## config.mk

```make
export PLATFORM = sky130hd
export DESIGN_NAME = prince_cfb_ctrl
export DESIGN_NICKNAME = d
export VERILOG_FILES = /design/src/rtl/prince_cfb_ctrl.sv
export SDC_FILE = /design/constraint.sdc
export NUM_CORES = 1
export LEC_CHECK = 0
export ABC_AREA = 1
export CELL_PAD_IN_SITES_DETAIL_PLACEMENT = 1
export CELL_PAD_IN_SITES_GLOBAL_PLACEMENT = 1
export CORE_ASPECT_RATIO = 1.1
export CORE_MARGIN = 1
export CORE_UTILIZATION = 35
export CTS_BUF_LIST = sky130_fd_sc_hd__clkbuf_2 sky130_fd_sc_hd__clkbuf_4 sky130_fd_sc_hd__clkbuf_8
export CTS_CLUSTER_SIZE = 30
export DETAILED_ROUTE_END_ITERATION = 6
export PLACE_DENSITY_LB_ADDON = 0.25
export SYNTH_ARGS = -nofsm -noshare
export SYNTH_HDL_FRONTEND = slang
export SYNTH_SLANG_ARGS = --single-unit
```

## constraint.sdc

```tcl
create_clock -name clk -period 5.6 [get_ports clk]
set_input_delay 1.12 -clock clk [delete_from_list [all_inputs] [get_ports clk]]
set_output_delay 1.12 -clock clk [all_outputs]
set_load 0.005 [all_outputs]
```

## src/rtl/prince_cfb_ctrl.sv

```systemverilog
// 16-bit CFB controller driving a PRINCE core over 64-bit words.
// Each word is split into four 16-bit segments handled in order 3,2,1,0.
// Every segment gets one core call; its keystream is XORed onto the segment.
// The feedback register chains across segments and across words.
`timescale 1ns/1ps

module prince_cfb_ctrl #(
  parameter logic CORE_ENC = 1'b0
) (
  input  logic        clk,
  input  logic        rst_n,
  input  logic        iv_load,
  input  logic [15:0] iv,
  input  logic        mode,
  input  logic        in_valid,
  output logic        in_ready,
  input  logic [63:0] in_data,
  output logic        out_valid,
  input  logic        out_ready,
  output logic [63:0] out_data,
  output logic        busy,
  output logic        core_start,
  output logic [1:0]  core_outer_idx,
  output logic [15:0] core_text,
  output logic        core_encrypt,
  input  logic        core_done,
  input  logic [15:0] core_result
);

  typedef enum logic [1:0] {
    ST_IDLE,
    ST_START,
    ST_WAIT,
    ST_OUT
  } state_t;

  state_t      state;
  logic [15:0] fb;        // CFB feedback value, persists across words
  logic [1:0]  seg;       // segment currently being processed
  logic [63:0] din_q;     // latched input word
  logic        mode_q;    // latched direction, 1 = decrypt
  logic [63:0] dout_q;    // result word, filled one segment at a time
  logic        start_q;
  logic        valid_q;
  logic        busy_q;

  logic [15:0] seg_in;
  logic [15:0] seg_res;
  logic [15:0] fb_next;

  // Current input segment, its CFB result, and the value that feeds back.
  // Encrypt chains on the ciphertext it produced; decrypt chains on the
  // ciphertext it received, so both directions share one keystream.
  always_comb begin
    seg_in  = din_q[{seg, 4'b0000} +: 16];
    seg_res = seg_in ^ core_result;
    fb_next = mode_q ? seg_in : seg_res;
  end

  // NOTE: in_ready is decoded combinationally because it must drop in the
  // same cycle iv_load rises; a registered copy would lag by one cycle.
  assign in_ready       = (state == ST_IDLE) && !iv_load;
  assign out_valid      = valid_q;
  assign out_data       = dout_q;
  assign busy           = busy_q;
  assign core_start     = start_q;
  // seg and fb only change on core_done, so they are stable START..done.
  assign core_outer_idx = seg;
  assign core_text      = fb;
  assign core_encrypt   = CORE_ENC;

  // Control FSM with its registered outputs and the datapath registers.
  // NOTE: all state here uses non-blocking assignments so every register
  // samples the pre-edge values, regardless of statement order.
  always_ff @(posedge clk or negedge rst_n) begin
    if (!rst_n) begin
      state   <= ST_IDLE;
      fb      <= '0;
      seg     <= 2'd3;
      din_q   <= '0;
      mode_q  <= 1'b0;
      dout_q  <= '0;
      start_q <= 1'b0;
      valid_q <= 1'b0;
      busy_q  <= 1'b0;
    end else begin
      case (state)
        ST_IDLE: begin
          if (iv_load) begin
            fb <= iv;
          end else if (in_valid) begin
            din_q   <= in_data;
            mode_q  <= mode;
            seg     <= 2'd3;
            state   <= ST_START;
            start_q <= 1'b1;
            busy_q  <= 1'b1;
          end
        end
        ST_START: begin
          start_q <= 1'b0;
          state   <= ST_WAIT;
        end
        ST_WAIT: begin
          if (core_done) begin
            dout_q[{seg, 4'b0000} +: 16] <= seg_res;
            fb <= fb_next;
            if (seg == 2'd0) begin
              state   <= ST_OUT;
              valid_q <= 1'b1;
            end else begin
              seg     <= seg - 2'd1;
              state   <= ST_START;
              start_q <= 1'b1;
            end
          end
        end
        ST_OUT: begin
          if (out_ready) begin
            state   <= ST_IDLE;
            valid_q <= 1'b0;
            busy_q  <= 1'b0;
          end
        end
        default: begin
          state   <= ST_IDLE;
          start_q <= 1'b0;
          valid_q <= 1'b0;
          busy_q  <= 1'b0;
        end
      endcase
    end
  end

endmodule

```

Yosys cells after proc, flatten, opt, wreduce, memory -nomap -nowiden
Index checks and enable logic that the tools add are counted.

Word-level logic and storage cells: 68. Input bits: 103. Output and inout port bits: 87. Register bits after elaboration: 152.

Bitwise logic cells: 2. Reduce and logical (&&, ||, !) cells: 16. Shift operators: 3. Equality and inequality tests: 10. Add/subtract/negate cells: 2. Muxes and demuxes: 26.

Operators with widths (count): $bwmux W64 (1); $shift A16 B8 Y64 const A (1); $shiftx A16 B8 Y64 (1); $shiftx A64 B7 Y16 (1); $mux W16 (3); $pmux W16 S2 (1); $mux W2 (9); $xor A16 B16 Y16 (1); $ne A2 B2 Y1 const B (7); $reduce_and A4 Y1 (3); $reduce_and A5 Y1 (2); $neg A6 Y8 (1); $pmux W2 S4 (1); $mux W1 (7); $reduce_and A3 Y1 (2); $reduce_bool A2 Y1 (3); $eq A2 B2 Y1 const B (2); $logic_not A2 Y1 (2); $pmux W1 S2 (2); $pmux W2 S2 (1); $pmux W1 S3 (1); $reduce_bool A3 Y1 (1); $eq A2 B1 Y1 const B (1); $reduce_and A2 Y1 (1); 4 further kinds (4).

Longest topological paths before layout
Word-level depth: 5. Depth in mapped cells: 9. Gate-level depth less buffers: 8.

Worst setup path after synthesis
No wires, ideal clock.

Path type: input -> output. Start: input port iv_load. End: output port in_ready. Slack: 3.254 ns. Cell stages on the path: 1. Arrival: 1.226 ns. Buffers on the path: 0. Cells stage by stage: nor2_1.

Longest elaborated chain between the ends: 2.

Ends and longest elaborated chain: start, declared (RTL line 12) `input logic iv_load,`; $logic_not A1 Y1 (RTL line 62) `assign in_ready = (state == ST_IDLE) && !iv_load;`; $logic_and A1 B1 Y1 (RTL line 62); end, declared (RTL line 16) `output logic in_ready,`.

Every way passes these cells.

Final worst setup path
Ends and elaborated chain as after synthesis.

==> impl_metrics.csv <==
group,metric,value,unit
sta,count_of_final_max_slew_check_failures,0,
drt,avgRoutedWirePerCell,18.39,microns
floorplan,chipHeight,154.6,microns
worst_setup_path,timing.critical_path.cells,"clkdlybuf4s50_1, nor2_1, clkdlybuf4s50_1",
global_route,vias_in_the_first_global_route,6678,
floorplan,num_rows,55,
sta,final.setup.tns,0,ps
drt,drt_drc_violations_left,0,
clocking,ctsResizeCount,0,
worst_setup_path,cpMaxStageDelayCell,"sky130_fd_sc_hd__clkdlybuf4s50_1",
drt,drt_first_pass_iters,4,
sta,rsz0062_at_grt,"no",
clocking,worst_setup_hold_path_clk_slew,90,ps
drt,num_vias,6324,
drt,final_antenna_net_count,0,
synth,synth-seq-cells,152,
sta,slew_headroom,29.43,%
layout,area_growth_syn_to_layout,32.61,%
global_route,initial_antenna_violation_count,0,
layout,layout.nets,1096,
placement,place.gp.congestion,0.7856,
layout,num_antenna_cells,0,
clocking,clock-sinks,152,
clocking,cts_setup_buffers,0,
power,worst_ir_drop_vdd,0.2509,mV
sta,tightestPinTransition,1059,ps
global_route,grt_start_max_net_pins,68,
placement,detailed_place_hpwl,16.71,mm
clocking,cts_tree,"yes",
global_route,grt_remaining_overflow,0,
sta,fin_crit,3315,ps
sta,min_period_over_period,59.20,%
floorplan,core_area,20640,sq um
worst_setup_path,critical_path_arrival,2200,ps
power,p_per_area,584.8,nW/um^2
synth,post_synth_num_cell_types,33,
worst_setup_path,critPathKind,"input pin to output pin",
drt,number_of_drc_markers_in_iteration_0,355,
floorplan,number_of_ports_placed_on_the_die_boundary,190,
synth,ys.warnings.count,0,
clocking,ctsHtreeMaxLevel,4,
layout,layout.filler_cells,2382,
synth,synth_net_count,931,
placement,port_buffers,188,
outcome,run_status,"complete, no violations",
synth,synth.cell_area,7412,sq um
sta,timing.final.hold_violations,0,
clocking,clockBufferDepth,2,
clocking,cts.hold.buffers_added,0,
worst_setup_path,critPathCaptureType,"output pin",
worst_setup_path,start_kind,"input pin",
sta,fmaxAchievable,301.6,MHz
worst_setup_path,worstRegToRegCells,7,
sta,clock_skew,10.24,ps
floorplan,initial_core_util,35.90,%
power,total_power,5.748,mW
worst_setup_path,timing.critical_path.mode_cell,"sky130_fd_sc_hd__clkdlybuf4s50_1",
floorplan,chipWidth,140.8,microns
global_route,grt_pass1_wl,37.18,mm
sta,setup_viol_count_final,0,
synth,postSynthCellCount,823,
hold_path,hold_path.class,"register to register",
layout,final_layout_size_suffix_gt1_share,11.80,%
worst_setup_path,critical_path.max_stage_delay,500,ps
clocking,cts_root_buffer,"sky130_fd_sc_hd__clkbuf_8",
clocking,clk-insertion-delay-late,450,ps
floorplan,die_area,21760,sq um
synth,yosysSeqAreaShare,51.35,%
global_route,track_usage,22.38,%
flow_run,max-cap-violations,0,
power,power.leakage,4.765,nW
worst_setup_path,path_max_fanout,3,
clocking,tritoncts.num_buffers,17,
hold_path,whs_path_cells,2,
worst_setup_path,worst_ep_required_time,4480,ps
synth,syn_area_per_cell,9.006,sq um
drt,drt-vias-per-instance,5.035,
drt,routed_wl,23.10,mm
==> where the power goes <==
part           internal, mW  switching [mW]  leakage (nW)
sequential             1.60           0.375          1.89
combinational          1.30            1.54          2.67
clock                 0.492           0.437         0.205
==> per-stage QoR <==
step                      std cells  instance area, sq um  worst slack, ps  hold WS [ps]  util (%)
final                          1256                  9829             2285         490.9     47.61
after detailed placement       1225                  9403             2129         473.8     45.55
after floorplan                 823                  7412             3254         464.1         -
after global routing           1256                  9829             2252         517.6     47.61
after global placement         1225                  9403             2254         463.3     45.55
after CTS                      1256                  9829             2282         498.8     47.61
==> critical path, delay by kind of cell <==
kind	cells	cell delay, ps
buffers and inverters	2	950
AND/OR/NAND/NOR	1	120
==> layer usage <==
| metal | vias to the layer above | wire length, microns | track usage (%) |
|---|---|---|---|
| met1 | 3117 | 10470 | 30.02 |
| li1 | 3031 | - | - |
| met2 | 157 | 11360 | 37.12 |
| met5 | - | 0 | 0 |
| met3 | 19 | 929 | 3.622 |
| met4 | 0 | 336 | 6.729 |
==> cell usage in the layout, fill, tap and decap left out, types with 3 or more instances in the layout <==
master / Yosys / routed
sky130_fd_sc_hd__dfrtp_1: 150 / 150
sky130_fd_sc_hd__nor2_1: 21 / 21
sky130_fd_sc_hd__o21ai_1: 32 / 32
sky130_fd_sc_hd__mux2_2: 37 / 37
sky130_fd_sc_hd__nand4_1: 33 / 33
sky130_fd_sc_hd__buf_4: 3 / 4
sky130_fd_sc_hd__clkdlybuf4s50_1: 0 / 187
sky130_fd_sc_hd__nand2_4: 2 / 3
sky130_fd_sc_hd__inv_2: 4 / 4
sky130_fd_sc_hd__clkbuf_8: 0 / 17
sky130_fd_sc_hd__inv_1: 59 / 59
sky130_fd_sc_hd__nand3_1: 66 / 66
sky130_fd_sc_hd__ha_1: 5 / 5
sky130_fd_sc_hd__clkinvlp_4: 0 / 4
sky130_fd_sc_hd__mux2_4: 27 / 27
sky130_fd_sc_hd__o21ai_0: 38 / 38
sky130_fd_sc_hd__a21oi_1: 33 / 33
sky130_fd_sc_hd__nand2_1: 254 / 253
sky130_fd_sc_hd__bufinv_16: 0 / 4
==> synthesized netlist by cell type, drive strengths merged <==
cell type / instances / share of area (%)
o21ai: 71 / 4.8
buf: 28 / 2.5
clkinv: 1 / 0.051
nand2: 257 / 13
dfstp: 2 / 0.71
nand3: 67 / 4.6
dfrtp: 150 / 51
mux2: 64 / 11
conb: 1 / 0.051
inv: 64 / 3.3
a31oi: 1 / 0.084
nand4: 34 / 3.0
ha: 5 / 0.84
a21oi: 33 / 2.2
clkbuf: 18 / 0.91
o31ai: 1 / 0.10
nor3: 1 / 0.067
nor2: 25 / 1.8
==> final cells by class <==
cell class	instances	area (sq um)	area share (%)
Sequential cell	152	3806	38.72
Clock inverter	12	177.7	1.808
Tap cell	256	320.3	3.259
Inverter	65	246.5	2.508
Clock buffer	19	249.0	2.533
Timing Repair Buffer	192	1913	19.46
Multi-Input combinational cell	560	3117	31.71
==> cells by family after synthesis <==
kind of cell	Yosys count	share of synthesized area (%)
other cells	1	0.05059
fa+ha+maj	5	0.8440
compound gates	106	7.259
mux	64	11.09
buf+inv	111	6.701
simple gates	384	22.70
flops	152	51.35
==> flip-flops by register name, indices dropped and copies added (netlist names) <==
register	flops
busy	1
core_outer_idx	2
core_start	1
core_text	16
din_q	64
mode_q	1
out_data	64
out_valid	1
state	2
==> final timing paths <==
kind,from,end,slack (ps)
hold reg to reg,out_data[20]$_DFFE_PN0P_,out_data[20]$_DFFE_PN0P_,490
setup / recovery,iv_load,in_ready,2280
max in group asynchronous,rst_n,din_q[7]$_DFFE_PN0P_,3890
min in group asynchronous,rst_n,out_data[51]$_DFFE_PN0P_,630
setup reg to reg,core_outer_idx[0]$_DFFE_PN1P_,out_data[9]$_DFFE_PN0P_,2480
hold / removal,out_data[20]$_DFFE_PN0P_,out_data[20]$_DFFE_PN0P_,490
(Power assumes the default switching activity.)
